===== src/rtl/ps2_kb_fifo.sv =====
`default_nettype none
// ============================================================================
// Module      : ps2_kb_fifo
// Description : PS/2 keyboard receiver with prefix folding and a
//               first-word-fall-through event FIFO.
//               The raw SCLK/SDATA pins are synchronised. Each frame is
//               framed and validated. E0/F0 prefixes are folded into the
//               next scan code. Key events queue behind a VALID/READY
//               handshake.
// Config      : define PS2_PARITY_EN to also reject frames with bad odd
//               parity. Without it, the parity bit is shifted but ignored.
// Parameters  : DEPTH        FIFO entries (power of two, >= 2)
//               SYNC_STAGES  synchroniser flops on SCLK/SDATA (>= 2)
//               TIMEOUT_CYC  idle clk cycles that abort a partial frame
// Ports       : i_clk        system clock, rising edge
//               i_arst_l     asynchronous active-low reset
//               i_sclk       raw PS/2 clock pin
//               i_sdata      raw PS/2 data pin
//               i_ready      consumer takes the head entry this cycle
//               o_valid      FIFO non-empty
//               o_keycode    head entry scan code
//               o_keyup      head entry is a break code
//               o_ext        head entry is an extended code
//               o_count      entries held
//               o_overflow   sticky: an event was dropped while full
//               o_frame_err  one-cycle pulse: a frame was rejected
// Revision    : 1.0  initial release
// ============================================================================
module ps2_kb_fifo #(
  parameter int DEPTH       = 8,
  parameter int SYNC_STAGES = 2,
  parameter int TIMEOUT_CYC = 100000
) (
  input  logic                       i_clk,
  input  logic                       i_arst_l,
  input  logic                       i_sclk,
  input  logic                       i_sdata,
  input  logic                       i_ready,
  output logic                       o_valid,
  output logic [7:0]                 o_keycode,
  output logic                       o_keyup,
  output logic                       o_ext,
  output logic [$clog2(DEPTH+1)-1:0] o_count,
  output logic                       o_overflow,
  output logic                       o_frame_err
);

  localparam int CW = $clog2(DEPTH + 1);
  localparam int PW = $clog2(DEPTH);
  localparam int TW = $clog2(TIMEOUT_CYC + 1);
  localparam logic [CW-1:0] C_FULL = CW'(DEPTH);
  localparam logic [TW-1:0] C_TMAX = TW'(TIMEOUT_CYC - 1);
  localparam logic [7:0]    C_EXT  = 8'hE0;
  localparam logic [7:0]    C_BRK  = 8'hF0;

  // --------------------------------------------------------------------------
  // Pin synchronisers. These reset to the idle-high bus level so that
  // releasing reset cannot create a false falling edge.
  // --------------------------------------------------------------------------
  logic [SYNC_STAGES-1:0] r_sclk_sync;
  logic [SYNC_STAGES-1:0] r_sdata_sync;
  logic                   r_sclk_prev;
  logic                   w_sclk_s;
  logic                   w_sdata_s;
  logic                   w_fall;

  always_ff @(posedge i_clk or negedge i_arst_l) begin
    if (!i_arst_l) begin
      r_sclk_sync  <= '1;
      r_sdata_sync <= '1;
      r_sclk_prev  <= 1'b1;
    end else begin
      r_sclk_sync  <= {r_sclk_sync[SYNC_STAGES-2:0], i_sclk};
      r_sdata_sync <= {r_sdata_sync[SYNC_STAGES-2:0], i_sdata};
      r_sclk_prev  <= w_sclk_s;
    end
  end

  assign w_sclk_s  = r_sclk_sync[SYNC_STAGES-1];
  assign w_sdata_s = r_sdata_sync[SYNC_STAGES-1];
  assign w_fall    = r_sclk_prev & ~w_sclk_s;

  // --------------------------------------------------------------------------
  // Frame receiver FSM
  // --------------------------------------------------------------------------
  typedef enum logic [1:0] {
    S_IDLE  = 2'd0,
    S_SHIFT = 2'd1,
    S_CHECK = 2'd2
  } state_t;

  state_t          r_state;
  logic [3:0]      r_bitcnt;
  logic [9:0]      r_shift;   // {stop, parity, data[7:0]} after the last shift
  logic [TW-1:0]   r_tcnt;
  logic            r_frame_err;
  logic            r_ext_f;
  logic            r_brk_f;
  logic            w_frame_ok;
  logic            w_prefix;
  logic            w_push;
  logic [9:0]      w_entry;

`ifdef PS2_PARITY_EN
  assign w_frame_ok = r_shift[9] & (^r_shift[8:0]);
`else
  assign w_frame_ok = r_shift[9];
  logic w_unused_par;
  assign w_unused_par = r_shift[8];
`endif

  assign w_prefix = (r_shift[7:0] == C_EXT) | (r_shift[7:0] == C_BRK);
  assign w_push   = (r_state == S_CHECK) & w_frame_ok & ~w_prefix;
  assign w_entry  = {r_ext_f, r_brk_f, r_shift[7:0]};

  always_ff @(posedge i_clk or negedge i_arst_l) begin
    if (!i_arst_l) begin
      r_state     <= S_IDLE;
      r_bitcnt    <= 4'd0;
      r_shift     <= 10'd0;
      r_tcnt      <= '0;
      r_frame_err <= 1'b0;
      r_ext_f     <= 1'b0;
      r_brk_f     <= 1'b0;
    end else begin
      r_frame_err <= 1'b0;
      case (r_state)
        S_IDLE: begin
          r_tcnt <= '0;
          // A high data sample on a fall is a glitch, not a start bit.
          if (w_fall && !w_sdata_s) begin
            r_state  <= S_SHIFT;
            r_bitcnt <= 4'd0;
          end
        end
        S_SHIFT: begin
          if (w_fall) begin
            r_shift <= {w_sdata_s, r_shift[9:1]};
            r_tcnt  <= '0;
            if (r_bitcnt == 4'd9) begin
              r_state <= S_CHECK;
            end else begin
              r_bitcnt <= r_bitcnt + 4'd1;
            end
          end else if (r_tcnt == C_TMAX) begin
            r_state     <= S_IDLE;
            r_tcnt      <= '0;
            r_frame_err <= 1'b1;
            r_ext_f     <= 1'b0;
            r_brk_f     <= 1'b0;
          end else begin
            r_tcnt <= r_tcnt + TW'(1);
          end
        end
        S_CHECK: begin
          r_state <= S_IDLE;
          if (!w_frame_ok) begin
            r_frame_err <= 1'b1;
            r_ext_f     <= 1'b0;
            r_brk_f     <= 1'b0;
          end else if (r_shift[7:0] == C_EXT) begin
            r_ext_f <= 1'b1;
          end else if (r_shift[7:0] == C_BRK) begin
            r_brk_f <= 1'b1;
          end else begin
            // Prefixes are consumed even if the FIFO drops this event.
            r_ext_f <= 1'b0;
            r_brk_f <= 1'b0;
          end
        end
        default: r_state <= S_IDLE;
      endcase
    end
  end

  // --------------------------------------------------------------------------
  // First-word-fall-through FIFO
  // --------------------------------------------------------------------------
  logic [9:0]    r_mem [DEPTH];
  logic [PW-1:0] r_wptr;
  logic [PW-1:0] r_rptr;
  logic [CW-1:0] r_count;
  logic          r_overflow;
  logic          w_valid;
  logic          w_pop;
  logic          w_full;
  logic          w_wr;
  logic [9:0]    w_head;

  assign w_valid = (r_count != '0);
  assign w_pop   = w_valid & i_ready;
  assign w_full  = (r_count == C_FULL);
  // A pop in the same cycle frees the slot, so a push at full still succeeds.
  assign w_wr    = w_push & (~w_full | w_pop);

  always_ff @(posedge i_clk) begin
    if (w_wr) begin
      r_mem[r_wptr] <= w_entry;
    end
  end

  always_ff @(posedge i_clk or negedge i_arst_l) begin
    if (!i_arst_l) begin
      r_wptr     <= '0;
      r_rptr     <= '0;
      r_count    <= '0;
      r_overflow <= 1'b0;
    end else begin
      if (w_wr) begin
        r_wptr <= r_wptr + PW'(1);
      end
      if (w_pop) begin
        r_rptr <= r_rptr + PW'(1);
      end
      if (w_wr && !w_pop) begin
        r_count <= r_count + CW'(1);
      end else if (!w_wr && w_pop) begin
        r_count <= r_count - CW'(1);
      end
      if (w_push && w_full && !w_pop) begin
        r_overflow <= 1'b1;
      end
    end
  end

  // The head is masked while empty so that the outputs read zero after reset.
  assign w_head      = r_mem[r_rptr];
  assign o_valid     = w_valid;
  assign o_keycode   = w_valid ? w_head[7:0] : 8'd0;
  assign o_keyup     = w_valid & w_head[8];
  assign o_ext       = w_valid & w_head[9];
  assign o_count     = r_count;
  assign o_overflow  = r_overflow;
  assign o_frame_err = r_frame_err;

endmodule
`default_nettype wire


===== config.mk =====
export PLATFORM = sky130hd
export DESIGN_NAME = ps2_kb_fifo
export DESIGN_NICKNAME = d
export VERILOG_FILES = /design/src/rtl/ps2_kb_fifo.sv
export SDC_FILE = /design/constraint.sdc
export NUM_CORES = 1
export LEC_CHECK = 0
export CAP_MARGIN = 10
export CELL_PAD_IN_SITES_DETAIL_PLACEMENT = 1
export CELL_PAD_IN_SITES_GLOBAL_PLACEMENT = 1
export CORE_MARGIN = 2
export CORE_UTILIZATION = 46
export CTS_CLUSTER_SIZE = 20
export DETAILED_ROUTE_END_ITERATION = 8
export PLACE_DENSITY = 0.79
export SLEW_MARGIN = 40
export SYNTH_ARGS = -nofsm -noshare
export SYNTH_HDL_FRONTEND = slang
export SYNTH_SLANG_ARGS = --single-unit

===== constraint.sdc =====
create_clock -name i_clk -period 2.6 [get_ports i_clk]
set_input_delay 0.39 -clock i_clk [delete_from_list [all_inputs] [get_ports i_clk]]
set_output_delay 0.39 -clock i_clk [all_outputs]
set_load 0.01 [all_outputs]

After elaboration in Yosys (flattened, before gate mapping). Memories as Yosys holds them, arrays and structs flattened. Cells that the tools add are included. W data, S select, Z words.

Bits in registers: 52. Bits in latches: 0. Memory bits (writable): 80. Bits in read-only memories: 0. Bits of input ports: 5. Logic and storage cells: 98. Memories: 1.

Memories: r_mem (depth 8, bits a word 10, rd ports 1, clocked after memory_dff 0, write ports 1, line 179) `logic [9:0] r_mem [DEPTH];`.

Add/sub/neg operators: 6. Multiply operators: 0. Divide/modulo/power cells: 0. $lt $le $gt $ge: 0. Equal/unequal tests: 16. Shifts and indexed selects: 0. Mux-type cells: 31. Bitwise operators: 12. Reductions and logical operators: 18.

Operators with widths (count): $mux W17 (2); $pmux W17 S2 (1); $mux W4 (5); $add A17 B1 Y17 const B (1); $eq A17 B17 Y1 const B (1); $eq A8 B8 Y1 const B (2); $mux W1 (13); $reduce_and A4 Y1 (3); $ne A2 B2 Y1 const B (5); $ne A3 B3 Y1 const B (3); $add A4 B1 Y4 const B (2); $eq A4 B4 Y1 const B (2); $mux W2 (4); $mux W8 (1); $pmux W4 S2 (1); $and A1 B1 Y1 (7); $add A3 B1 Y3 const B (2); $pmux W1 S2 (3); $reduce_bool A2 Y1 (3); $logic_and A1 B1 Y1 (5); $ne A4 B4 Y1 const B (1); $pmux W2 S2 (1); $reduce_bool A4 Y1 (1); $sub A4 B1 Y4 const B (1); 8 further kinds (13).

Depth between registers and ports, before layout.
Word-level depth: 9. Depth in mapped cells: 13.

Worst setup path after synthesis. Ideal clock, no wire load.

Path kind: register to register. From: reg r_shift[1]. To: reg r_count[3] (netlist: o_count[3]). Setup time: 0.136 ns. Data arrival time: 2.466 ns. Slack: -0.002 ns. Cell stages (with the launch flop): 11. Path buffers: 0. Path through: dfrtp_1 > or3_1 > o21ba_2 > nand2_1 > inv_1 > ha_1 > inv_1 > ha_1 > a21o_1 > a2111oi_0 > o31ai_1.

Longest elaborated chain between the ends: 8. Elaborated cells on any way between the ends: 11. Classes of those cells: eq/ne: 2; mux: 1; bitwise: 4; reduce/logical: 4.

RTL lines: start, declared (line 94) `logic [9:0] r_shift;`; start signal, assigned (line 138) `r_shift <= {w_sdata_s, r_shift[9:1]};`; $eq A8 B8 Y1 (line 112) `assign w_prefix = (r_shift[7:0] == C_EXT) | (r_shift[7:0] == C_BRK);`; $or A1 B1 Y1 * (line 112); $not A1 Y1 * (line 113) `assign w_push = (r_state == S_CHECK) & w_frame_ok & ~w_prefix;`; $and A1 B1 Y1 * (line 113); $and A1 B1 Y1 * (line 194) `assign w_wr = w_push & (~w_full | w_pop);`; named net w_wr (line 187) `logic w_wr;`; $logic_not A1 Y1 (line 217) `end else if (!w_wr && w_pop) begin`; $logic_and A1 B1 Y1 (line 217); $reduce_bool A2 Y1 (no source line); end signal, assigned (line 216) `r_count <= r_count + CW'(1);`; end signal, assigned (line 218) `r_count <= r_count - CW'(1);`; end, declared (line 182) `logic [CW-1:0] r_count;`.

Mark *: on every way through the listed nets, which the timed path passes. The rest lies on a longest branch. A chain may end at the register's enable or synchronous reset.

Worst setup path in the final report.
From: reg r_rptr[0]. To: out o_keyup.

Longest elaborated chain between the ends: 2.

RTL lines: start, declared (line 181) `logic [PW-1:0] r_rptr;`; start signal, assigned (line 213) `r_rptr <= r_rptr + PW'(1);`; $mem_v2 Z8 W10; $and A1 B1 Y1 (line 230) `assign o_keyup = w_valid & w_head[8];`; end, declared (line 41) `output logic o_keyup,`.

Every way passes these cells.

==> run_results.csv <==
group,metric,value,unit
floorplanning,rows,41,
clock_tree,cts_max_path_buffers,2,
sta,maxSlewHeadroom,48.7,%
yosys,synth_warnings,0,
drt,finalWirelength,13.2,mm
yosys,synth_edf_count,80,
yosys,post-synth-top-area-cell,"edfxtp_1",
worst_setup_path,cpMaxStageDelayCell,"mux4_2",
global_route,antenna_found_initial,0,
sta,max_freq,0.397,GHz
power_and_ir_drop,powerDensity,1060,nW/um^2
floorplanning,die-area,13600,um^2
drt,first_iter_violations,230,
yosys,synth_cell_type_count,60,
hold_path,hp-class,"primary input to asynchronous set/reset pin",
global_route,grt_use_met1,25.1,%
worst_setup_path,critical_path.max_stage_delay,0.51,ns
sta,period_minus_slack,2.52,ns
sta,skew,0.00687,ns
yosys,synth_area,5840,um^2
worst_setup_path,cp-end-kind,"output port",
place,post-dp-hpwl,8.88,mm
global_route,met2_usage,38.1,%
global_route,grt-ovfl-total,0,
worst_setup_path,crit_required,2.21,ns
worst_setup_path,critPathLaunchType,"register",
global_route,grt_use_total,21.4,%
finish,final_nets,489,
place,gp_congestion,0.752,
sta,post-route-period-util,96.9,%
worst_setup_path,worstSetupPathType,"register to output port",
finish,final.fill_count,1241,
drt,vias,3657,
sta,slew_viol_final,0,
worst_setup_path,cp_max_fo,3,
global_route,globalRouteMet3Util,4.20,%
floorplanning,die_y,117,um
floorplanning,initial_core_util,46.6,%
global_route,grt_pass1_wl,21.1,mm
finish,syn_to_final_growth,22.5,%
worst_setup_path,crit_chain,"buf_12 > buf_4 > mux4_2 > mux2i_1 > nor2_1 > dlygate4sd2_1",
drt,wl_per_cell,20.1,um
yosys,yosysTopAreaCellShare,41.1,%
finish,final_cells,657,
floorplanning,coreArea,12500,um^2
global_route,top_usage_layer,"met2",
worst_setup_path,crit_family,"multiplexers",
yosys,synthTopCellsByArea,"edfxtp_1 41%, dfrtp_1 20%, mux4_2 7.7%",
clock_tree,clock_latency,0.42,ns
global_route,grt_max_degree,30,
yosys,ys.flop_type,"edfxtp_1",
drt,drc,0,
yosys,synth_cells,411,
place,io_buffers,21,
floorplanning,die_w,117,um
clock_tree,clockRootBuffer,"clkbuf_16",
outcome,status,"finished, final reports clean",
worst_setup_path,path_buf_inv,3,
drt,ant_nets,0,
global_route,grt_pass1_vias,3927,
yosys,syn_area_per_cell,14.2,um^2
job,drv_cap,0,
yosys,synth-seq-cells,132,
clock_tree,cts.sinks,132,
clock_tree,h-tree-depth,4,
power_and_ir_drop,p_leak,2.73,nW
sta,whs,0.0151,ns
clock_tree,tritoncts,"built",
worst_setup_path,arrival,2.13,ns
yosys,async_flop_share,39.4,%
drt,viasPerCell,5.57,
finish,final_layout_size_suffix_gt1_share,25.6,%
finish,diodes,0,
sta,hold_viol,0,
place,dp_cells,618,
clock_tree,cts_buffers,17,
sta,setup_violations,0,
yosys,ys_seq_area_share,63.5,%
finish,fin_util,57.1,%
drt,first_pass_iters,4,
sta,worst_pin_slew,0.767,ns
floorplanning,pin_count,22,
yosys,synth_fp_nets,428,
power_and_ir_drop,peakVddDrop,0.381,mV
clock_tree,path_clk_slew,0.06,ns
power by group:
group / internal, W / switching [W] / leakage (nW) / total, W
combinational: 0.00123 / 0.00128 / 1.04 / 0.00252
clock: 0.00137 / 0.000960 / 0.276 / 0.00233
sequential: 0.00249 / 0.000246 / 1.42 / 0.00274
total: 0.00509 / 0.00249 / 2.73 / 0.00758
cell type report:
| type | instances | area (um^2) | share of cell area [%] |
|---|---|---|---|
| flip-flops and latches | 132 | 3710 | 51.9 |
| multi-input cells | 251 | 2080 | 29.1 |
| repair buffers | 56 | 513 | 7.17 |
| clock buffers | 18 | 439 | 6.14 |
| well taps | 172 | 215 | 3.01 |
| clock inverters | 14 | 140 | 1.96 |
| inverters | 14 | 52.6 | 0.735 |
synthesized netlist by cell type (2+ instances only):
cell and instances:
o31ai_1 3, buf_2 6, o22ai_1 3, mux2_2 3, a2bb2oi_1 2, mux4_2 20
nor3_1 11, mux2i_1 13, nor4_1 5, o21ai_0 10, nand3b_1 3, a31oi_1 3
a21oi_1 4, ha_1 11, a21o_1 2, nand4_1 3, and4_1 2, dfstp_2 5
and2_1 4, edfxtp_1 80, or3_1 3, nand2_1 48, nand3_1 15, nand2b_1 3
dfrtp_1 47, xnor2_1 14, nor2_1 32, clkbuf_1 7, inv_1 14, nor4_2 4
a211oi_2 2
layer usage:
metal | part of all wire, % | vias to the layer above
met5 | 0 | -
met4 | 2.2 | 0
met3 | 3.4 | 22
met2 | 55 | 68
met1 | 40 | 1893
li1 | - | 1674
stage by stage:
| step | setup TNS (ns) | total power [W] | setup WS [ns] | instance area (um^2) |
|---|---|---|---|---|
| CTS | 0 | 0.00757 | 0.00284 | 7070 |
| floorplan | 0 | 0.00419 | 0.0455 | 5840 |
| finish | 0 | 0.00758 | 0.0816 | 7150 |
| global placement | 0 | 0.00505 | 0.0343 | 6450 |
| global route | -0.0113 | 0.00799 | -0.0113 | 7150 |
| detailed placement | -0.108 | 0.00520 | -0.108 | 6450 |
registers in the layout, summed over array words and instances, names as in the netlist, 2 cells and up:
name	cells
r_tcnt	17
r_state	2
r_mem	80
r_wptr	3
o_count	4
r_rptr	3
r_sclk_sync	2
r_shift	10
r_bitcnt	4
r_sdata_sync	2
path summary, 6_finish.rpt:
kind | endpoint | depth (start not counted) | slack [ns] | start
setup / recovery | o_keyup | 6 | 0.08 | r_rptr[0]
hold / removal | r_tcnt[2] | 1 | 0.02 | i_arst_l
setup reg to reg | o_count[3] | 10 | 0.15 | r_shift[1]
hold reg to reg | r_sdata_sync[1] | 0 | 0.36 | r_sdata_sync[0]
max in group asynchronous | r_rptr[0] | 2 | 1.89 | i_arst_l
min in group i_clk | r_sdata_sync[1] | 0 | 0.36 | r_sdata_sync[0]
repair_timing:
action	4_1_cts	5_1_grt
buffers inserted	3	4
endpoints found under the setup margin	11	5
pin swaps	2	1
resized for setup	15	8
hold buffers	0	0
cells in the final DEF, fill, tap and decap left out, types with 3 or more instances in the layout:
cell / Yosys / layout
edfxtp_1: 80 / 80
nand2_1: 48 / 48
dfrtp_1: 47 / 46
nor2_1: 32 / 32
buf_4: 0 / 31
mux4_2: 20 / 20
clkbuf_16: 0 / 17
nand3_1: 15 / 15
xnor2_1: 14 / 14
mux2i_1: 13 / 12
inv_1: 14 / 11
nor3_1: 11 / 11
o21ai_0: 10 / 10
clkdlybuf4s50_1: 0 / 10
ha_1: 11 / 9
inv_6: 0 / 8
dlygate4sd2_1: 0 / 8
dfstp_2: 5 / 5
and2_1: 4 / 4
nor4_2: 4 / 4
nor4_1: 5 / 4
buf_12: 0 / 4
o22ai_1: 3 / 3
nand3b_1: 3 / 3
inv_2: 0 / 3
nand2b_1: 3 / 3
nand4_1: 3 / 3
mux2_2: 3 / 3
o31ai_1: 3 / 3
a31oi_1: 3 / 3
a21oi_1: 4 / 3
clkinvlp_4: 0 / 3
cells by family (layout without fill, tap and decap cells):
logic type | count (synthesis) | after routing | synth area share, %
buffers and inverters | 28 | 102 | 1.93
adder cells (fa/ha/maj) | 12 | 12 | 2.70
AO/OA/AOI/OAI | 44 | 44 | 6.07
flip-flops | 132 | 132 | 63.5
AND/OR/NAND/NOR | 145 | 145 | 13.1
multiplexers | 36 | 36 | 10.5
XOR/XNOR | 14 | 14 | 2.10
Power figures use the tool's default switching activity.
